$ cat config.mk
export PLATFORM = sky130hd
export DESIGN_NAME = intrude_arb
export DESIGN_NICKNAME = d
export VERILOG_FILES = /design/src/rtl/intrude_pkg.sv /design/src/rtl/intrude_rr3.sv /design/src/rtl/intrude_arb.sv
export SDC_FILE = /design/constraint.sdc
export NUM_CORES = 1
export LEC_CHECK = 0
export ABC_AREA = 1
export BUFFER_PORTS_ARGS = -buffer_cell sky130_fd_sc_hd__buf_2
export CAP_MARGIN = 20
export CORE_MARGIN = 1
export CORE_UTILIZATION = 42
export CTS_CLUSTER_DIAMETER = 120
export DETAILED_ROUTE_END_ITERATION = 10
export PLACE_DENSITY_LB_ADDON = 0.3
export SLEW_MARGIN = 20
export SYNTH_ARGS = -nofsm -noshare
export SYNTH_HDL_FRONTEND = slang
export SYNTH_SLANG_ARGS = --single-unit
$ cat constraint.sdc
create_clock -name CLK -period 4.1 [get_ports CLK]
set_clock_uncertainty 0.2 [all_clocks]
set_input_delay 0.82 -clock CLK [delete_from_list [all_inputs] [get_ports CLK]]
set_output_delay 0.82 -clock CLK [all_outputs]
set_load 0.05 [all_outputs]
$ cat src/rtl/intrude_pkg.sv
// Shared types and constants for the memory-cycle intrusion arbiter.
package intrude_pkg;

  typedef enum logic [1:0] {
    ST_IDLE   = 2'd0,
    ST_ADDR   = 2'd1,
    ST_STROBE = 2'd2,
    ST_DONE   = 2'd3
  } state_t;

  localparam logic [1:0] OWN_NONE = 2'd0;
  localparam logic [1:0] OWN_DSP  = 2'd1;
  localparam logic [1:0] OWN_BLT  = 2'd2;
  localparam logic [1:0] OWN_CPU  = 2'd3;

  localparam int TIMEOUT_DEF = 15;

endpackage

$ cat src/rtl/intrude_rr3.sv
// Three-way rotating-priority picker; the last granted requester drops to lowest priority.
module intrude_rr3
  import intrude_pkg::*;
(
  input  logic       i_clk,
  input  logic       i_rst_n,
  input  logic [2:0] i_req,
  input  logic       i_take,
  output logic [1:0] o_owner
);

  logic [1:0] r_last;

  // Search order starts just after the previous winner: {DSP, BLT, CPU} = i_req[0..2]
  always_comb begin
    o_owner = OWN_NONE;
    case (r_last)
      OWN_DSP: begin
        if      (i_req[1]) o_owner = OWN_BLT;
        else if (i_req[2]) o_owner = OWN_CPU;
        else if (i_req[0]) o_owner = OWN_DSP;
      end
      OWN_BLT: begin
        if      (i_req[2]) o_owner = OWN_CPU;
        else if (i_req[0]) o_owner = OWN_DSP;
        else if (i_req[1]) o_owner = OWN_BLT;
      end
      default: begin
        if      (i_req[0]) o_owner = OWN_DSP;
        else if (i_req[1]) o_owner = OWN_BLT;
        else if (i_req[2]) o_owner = OWN_CPU;
      end
    endcase
  end

  always_ff @(posedge i_clk or negedge i_rst_n) begin
    if (!i_rst_n) begin
      r_last <= OWN_CPU;
    end else if (i_take && (o_owner != OWN_NONE)) begin
      r_last <= o_owner;
    end
  end

endmodule

$ cat src/rtl/intrude_arb.sv
// Arbiter granting DSP/BLT/CPU memory cycles; IDLE -> ADDR -> STROBE -> DONE with TRUDY wait and timeout.
module intrude_arb
  import intrude_pkg::*;
#(
  parameter int TIMEOUT = TIMEOUT_DEF
) (
  input  logic       CLK,
  input  logic       RESETL,
  input  logic       DSP_REQ,
  input  logic       BLT_REQ,
  input  logic       CPU_REQ,
  input  logic       DSP_RW,
  input  logic       BLT_RW,
  input  logic       CPU_RW,
  input  logic       TRUDY,
  output logic       RD,
  output logic       WR,
  output logic [1:0] GNT,
  output logic       DSP_ACK,
  output logic       BLT_ACK,
  output logic       CPU_ACK,
  output logic       ERR,
  output logic       BUSY
);

  localparam logic [3:0] LAST_WAIT = 4'(TIMEOUT - 1);

  state_t     r_state;
  logic [1:0] r_owner;
  logic       r_rw;
  logic [3:0] r_wait;
  logic       r_rd;
  logic       r_wr;
  logic [1:0] r_gnt;
  logic [2:0] r_ack;
  logic       r_err;
  logic       r_busy;

  logic [2:0] w_req;
  logic [1:0] w_pick;
  logic       w_pick_rw;
  logic       w_take;

  assign w_req  = {CPU_REQ, BLT_REQ, DSP_REQ};
  assign w_take = (r_state == ST_IDLE);

  intrude_rr3 u_rr3 (
    .i_clk   (CLK),
    .i_rst_n (RESETL),
    .i_req   (w_req),
    .i_take  (w_take),
    .o_owner (w_pick)
  );

  always_comb begin
    w_pick_rw = 1'b0;
    case (w_pick)
      OWN_DSP: w_pick_rw = DSP_RW;
      OWN_BLT: w_pick_rw = BLT_RW;
      OWN_CPU: w_pick_rw = CPU_RW;
      default: w_pick_rw = 1'b0;
    endcase
  end

  // Outputs are loaded together with the state they belong to, so each is a registered decode.
  always_ff @(posedge CLK or negedge RESETL) begin
    if (!RESETL) begin
      r_state <= ST_IDLE;
      r_owner <= OWN_NONE;
      r_rw    <= 1'b0;
      r_wait  <= 4'd0;
      r_rd    <= 1'b0;
      r_wr    <= 1'b0;
      r_gnt   <= OWN_NONE;
      r_ack   <= 3'b000;
      r_err   <= 1'b0;
      r_busy  <= 1'b0;
    end else begin
      r_ack <= 3'b000;
      r_err <= 1'b0;
      case (r_state)
        ST_IDLE: begin
          if (w_pick != OWN_NONE) begin
            r_state <= ST_ADDR;
            r_owner <= w_pick;
            r_rw    <= w_pick_rw;
            r_gnt   <= w_pick;
            r_busy  <= 1'b1;
          end
        end
        ST_ADDR: begin
          r_state <= ST_STROBE;
          r_rd    <= r_rw;
          r_wr    <= ~r_rw;
        end
        ST_STROBE: begin
          if (!TRUDY) r_wait <= r_wait + 4'd1;
          // TRUDY wins over a simultaneous timeout
          if (TRUDY || (r_wait == LAST_WAIT)) begin
            r_state <= ST_DONE;
            r_rd    <= 1'b0;
            r_wr    <= 1'b0;
            r_ack   <= {r_owner == OWN_CPU, r_owner == OWN_BLT, r_owner == OWN_DSP};
            r_err   <= ~TRUDY;
          end
        end
        ST_DONE: begin
          r_state <= ST_IDLE;
          r_gnt   <= OWN_NONE;
          r_busy  <= 1'b0;
          r_wait  <= 4'd0;
        end
        default: r_state <= ST_IDLE;
      endcase
    end
  end

  assign RD      = r_rd;
  assign WR      = r_wr;
  assign GNT     = r_gnt;
  assign DSP_ACK = r_ack[0];
  assign BLT_ACK = r_ack[1];
  assign CPU_ACK = r_ack[2];
  assign ERR     = r_err;
  assign BUSY    = r_busy;

endmodule

# --- Word-level counts from Yosys, hierarchy flattened ---
# Cells that the tools add are included.
totals:
  n_memories: 0
  word_cells: 68
  latchBits: 0
  register_bits: 20
  out_inout_bits: 9
  mem_bits_rw: 0
  rom_bits: 0
classes:
  div: 0
  n_mul: 0
  add_sub_neg: 1
  n_reduce_logical: 12
  muxes: 27
  eq_ne: 15
  n_shift: 0
  magnitude_cmp: 0
  bitwise: 2
op_table:
  columns: ["op", "count"]
  rows:
  - ["$mux 2", 11]
  - ["$eq 2x2->1 const B", 7]
  - ["$reduce_and 2->1", 5]
  - ["$eq 2x1->1 const B", 4]
  - ["$pmux 2 s2", 2]
  - ["$pmux 2 s4", 1]
  - ["$pmux 4 s2", 1]
  - ["$reduce_bool 2->1", 4]
  - ["$mux 3", 2]
  - ["$ne 2x2->1 const B", 3]
  - ["$pmux 1 s2", 3]
  - ["$mux 1", 5]
  - ["$add 4x1->4 const B", 1]
  - ["$eq 4x4->1 const B", 1]
  - ["$mux 4", 1]
  - ["$pmux 1 s3", 1]
  - ["$logic_not 2->1", 1]
  - ["$not 1->1", 2]
  - ["$logic_and 1x1->1", 1]
  - ["$logic_or 1x1->1", 1]

# --- Depth between registers and ports, before layout ---
logic_depth:
  ltp_word: 7
  ltp_mapped: 10
  depth_no_buf: 10

# --- Cells and area by module ---
# From an unflattened synthesis, not the netlist that was laid out.
hier_totals:
  hier_cells: 135
  hier_area_um2: 1086.0
modules_own_cells:
  columns: ["module", "seq_area_each_um2", "area_each_um2", "cells_each", "n_inst"]
  rows:
  - ["intrude_arb", 450.4, 882.1, 101, 1]
  - ["intrude_rr3", 52.6, 203.9, 34, 1]

# --- Worst setup path before layout ---
# Ideal clock, no wire load.
synth_path:
  kind: "register to register"
  start: "reg u_rr3.r_last[0]"
  end: "reg r_busy, in the netlist BUSY"
  slack_ns: 2.353
  arrival_ns: 1.427
  period_less_slack_ns: 1.747
  stages_incl_launch_ff: 9
  required_ns: 3.780
  path_cell_list: "dfstp_2 -> inv_1 -> ha_1 -> nor2_2 -> nand2_2 -> a21oi_2 -> nand2_2 -> nand3_1 -> nand2_1"
synth_between:
  elab_chain_cells: 5
synth_rtl:
  columns: ["item", "line_no", "rtl"]
  rows:
  - ["start, declared", "intrude_rr3.sv:12", "logic [1:0] r_last;"]
  - ["start signal, assigned", "intrude_rr3.sv:40", "r_last <= o_owner;"]
  - ["$eq 2x2->1 / $eq 2x1->1 (equally long branches)", "intrude_rr3.sv:17", "case (r_last)"]
  - ["$pmux 2 s2 (*)", "intrude_rr3.sv:17", null]
  - ["$reduce_bool 2->1 (*)", "intrude_arb.sv:83", "if (w_pick != OWN_NONE) begin"]
  - ["$ne 2x2->1 (no line) (*)", null, null]
  - ["$reduce_and 2->1 (no line) (*)", null, null]
  - ["end signal, assigned", "intrude_arb.sv:77", "r_busy <= 1'b0;"]
  - ["end signal, assigned", "intrude_arb.sv:88", "r_busy <= 1'b1;"]
  - ["end signal, assigned", "intrude_arb.sv:110", "r_busy <= 1'b0;"]
  - ["end, declared", "intrude_arb.sv:37", "logic r_busy;"]
# Every way passes the cells marked *; elsewhere a longest branch is shown, timed or not.
# A chain may end at the register's enable or synchronous reset.

# --- Final worst setup path ---
layout_path:
  start: "reg r_gnt[0], in the netlist GNT[0]"
  end: "out GNT[0]"
layout_rtl:
  columns: ["item", "line_no", "rtl"]
  rows:
  - ["start, declared", "intrude_arb.sv:34", "logic [1:0] r_gnt;"]
  - ["start signal, assigned", "intrude_arb.sv:87", "r_gnt <= w_pick;"]
  - ["end, declared", "intrude_arb.sv:18", "output logic [1:0] GNT,"]
# No word-level cell between the ends.

==> run metrics <==
outcome finished clean; Detailed Routing Iterations Pass 1 4; Worst VDD drop roughly 0.00043 V; CP max stage cell dfrtp_1; proportion of layout cells with a drive suffix above 1 between 20% and 30%; DRC viols 0; WP buf/inv 1; power per cell area around 820 nW/um2; setup TNS 0 ns; Ant. Diodes 0; Die X about 52 um; routed vias/inst just over 5; Clock Sinks 20; CTS Buf Count 3; Synth Area per Inst 8.65 um2; Hold Buf Count CTS 0; Die Height between 50 and 60 um; Seq/Total Area, Yosys between 40 and 50%; gpl congestion 0.846; synthesized flop and latch total 20; PostCTS Resize Cnt 0; crit path time final roughly 2.0 ns; max-slew violations 0; Worst EP arrival roughly 0.94 ns; post-layout util 53.1%; Slew headroom a little over two thirds; DR WL/cell 11.7 um; Lkg Pwr around 0.69 nW; first-pass GRT wire length between 3000 and 4000 um; initial core utilization a little under half; Clk Latency, worst-skew pair 0.29 ns; Post-Syn Nets 141; CP max stage delay around 0.38 ns; Most used DFF post-synth dfrtp_1; core area approximately 2300 um2; pin count of the biggest net entering global routing 21; Vias 887; placed cell areas around 1200 um2; CP required slightly above 3 ns; power consumption between 1 and 1.5 mW; nets@finish 163; r2r endpoint r_state[0]; fin area roughly 1200 um2; area leader, netlist dfrtp_1; Post-synth EDFFs 0; count leader, synth nand2_1; mapped cell area roughly 1100 um2; worst-case clock buffer depth 2; endpoint type of the worst setup path output pin; Max H-tree Level 1; hold path startpoint r_owner[0]; Max-Cap Viols 0; Min-Delay Path Class register to register; Hold Vio Cnt, Final 0; Async SR Flop Fraction 100%; cell family with most CP delay flip-flops; Clk pin slew, worst setup/hold paths about 0.11 ns; post-route clock period utilization ~48%; Yosys cell types 22; hold depth 1; TritonCTS clock tree yes; CP Class register to output pin; top cells by area, synth dfrtp_1 42%, ha_1 11%, nand2_1 9.9%, inv_1 6.7%, dfstp_2 4.9%; CP Depth 1; Post-DRT Antenna Nets 0; port bufs 17; area share of the largest cell type after synthesis a little over two fifths; area grow syn2layout 14.7%; initial DRC count 15; setup bufs post-CTS 0; Setup violations, final 0; RSZ-0062 raised after global routing no; dpl hpwl ~1600 um; Die Area roughly 2700 um2; slew at the pin with the worst max-slew slack 0.445 ns; initial antenna violation count 0; flop2flop setup slack about 2.2 ns; final wirelength ~2000 um; CTS root buffer clkbuf_4; Hold Path Sink r_ack[1]; critical path fanouts, max 2; Mapped Cells approximately 120; io pins 18; all-layer global routing usage approximately 17%; CP cell instances buf_2; Rows 17; r2r startpoint u_rr3.r_last[0]; yosys warns 0; CP Launch Type register; total gr overflow 0; vias in the first global route 813; Synth top cells by count 28 x nand2_1, 19 x inv_1, 18 x dfrtp_1, 9 x ha_1, 9 x nand3_1; Max Clk Rate slightly above 500 MHz; FF-to-FF path depth 9
[cell type report]
cell class	instances	area, um2
tap	28	35.0
inverter	20	75.1
sequential	20	503
clock buffer	4	36.3
fill	203	1080
multi-input combinational	83	485
timing repair buffer	17	85.1
[cells by family (layout without fill, tap and decap cells)]
logic type	Yosys count	count (layout)	share of synthesized area [%]
simple gates	60	60	26.8
fa+ha+maj	9	9	10.6
flops	20	20	47.3
buf+inv	20	41	7.06
compound gates	14	14	8.24
[stage by stage]
stage | cells | hold slack (ns) | setup slack [ns]
after floorplan | 123 | 0.208 | 2.35
after global placement | 168 | 0.216 | 2.26
after detailed placement | 168 | 0.224 | 2.23
after CTS | 172 | 0.239 | 2.13
after global routing | 172 | 0.256 | 2.06
final | 172 | 0.236 | 2.14
[cell usage in the layout (no fill, tap or decap), drive strengths merged]
cell / instances
nand2: 32
inv: 20
dfrtp: 18
buf: 17
nand3: 11
ha: 9
o21ai: 7
nor3: 5
nor2: 5
a21oi: 5
nand4: 4
clkbuf: 4
and3: 2
dfstp: 2
a31o: 1
o31ai: 1
or2: 1
[worst max-delay path by stage]
stage	startpoint	to	slack [ns]
4_1_cts	GNT[0]	GNT[0]	2.13
6_report	GNT[0]	GNT[0]	2.14
5_1_grt	u_rr3.r_last[0]	r_rw	2.06
3_5_place_dp	DSP_REQ	r_state[0]	2.23
2_1_floorplan	u_rr3.r_last[0]	BUSY	2.35
3_3_place_gp	DSP_REQ	r_state[1]	2.26
[report_power, final]
part           switching [mW]  internal [mW]
Sequential             0.0513          0.285
Clock                  0.0570         0.0540
Combinational           0.384          0.175
[sequential cells by signal (all words and copies together), names as in the netlist, 2 cells and up]
| register | count |
|---|---|
| GNT | 2 |
| r_ack | 3 |
| r_owner | 2 |
| r_state | 2 |
| r_wait | 4 |
| u_rr3.r_last | 2 |
[metal layers]
metal | share of wire [%] | vias to the layer above | GRT usage, %
met2 | 47 | 27 | 28.3
met4 | 1.1 | 0 | 6.14
li1 | - | 439 | -
met1 | 47 | 419 | 23.1
met5 | 0 | - | 0
met3 | 4.7 | 2 | 2.90
Power figures use the tool's default switching activity.
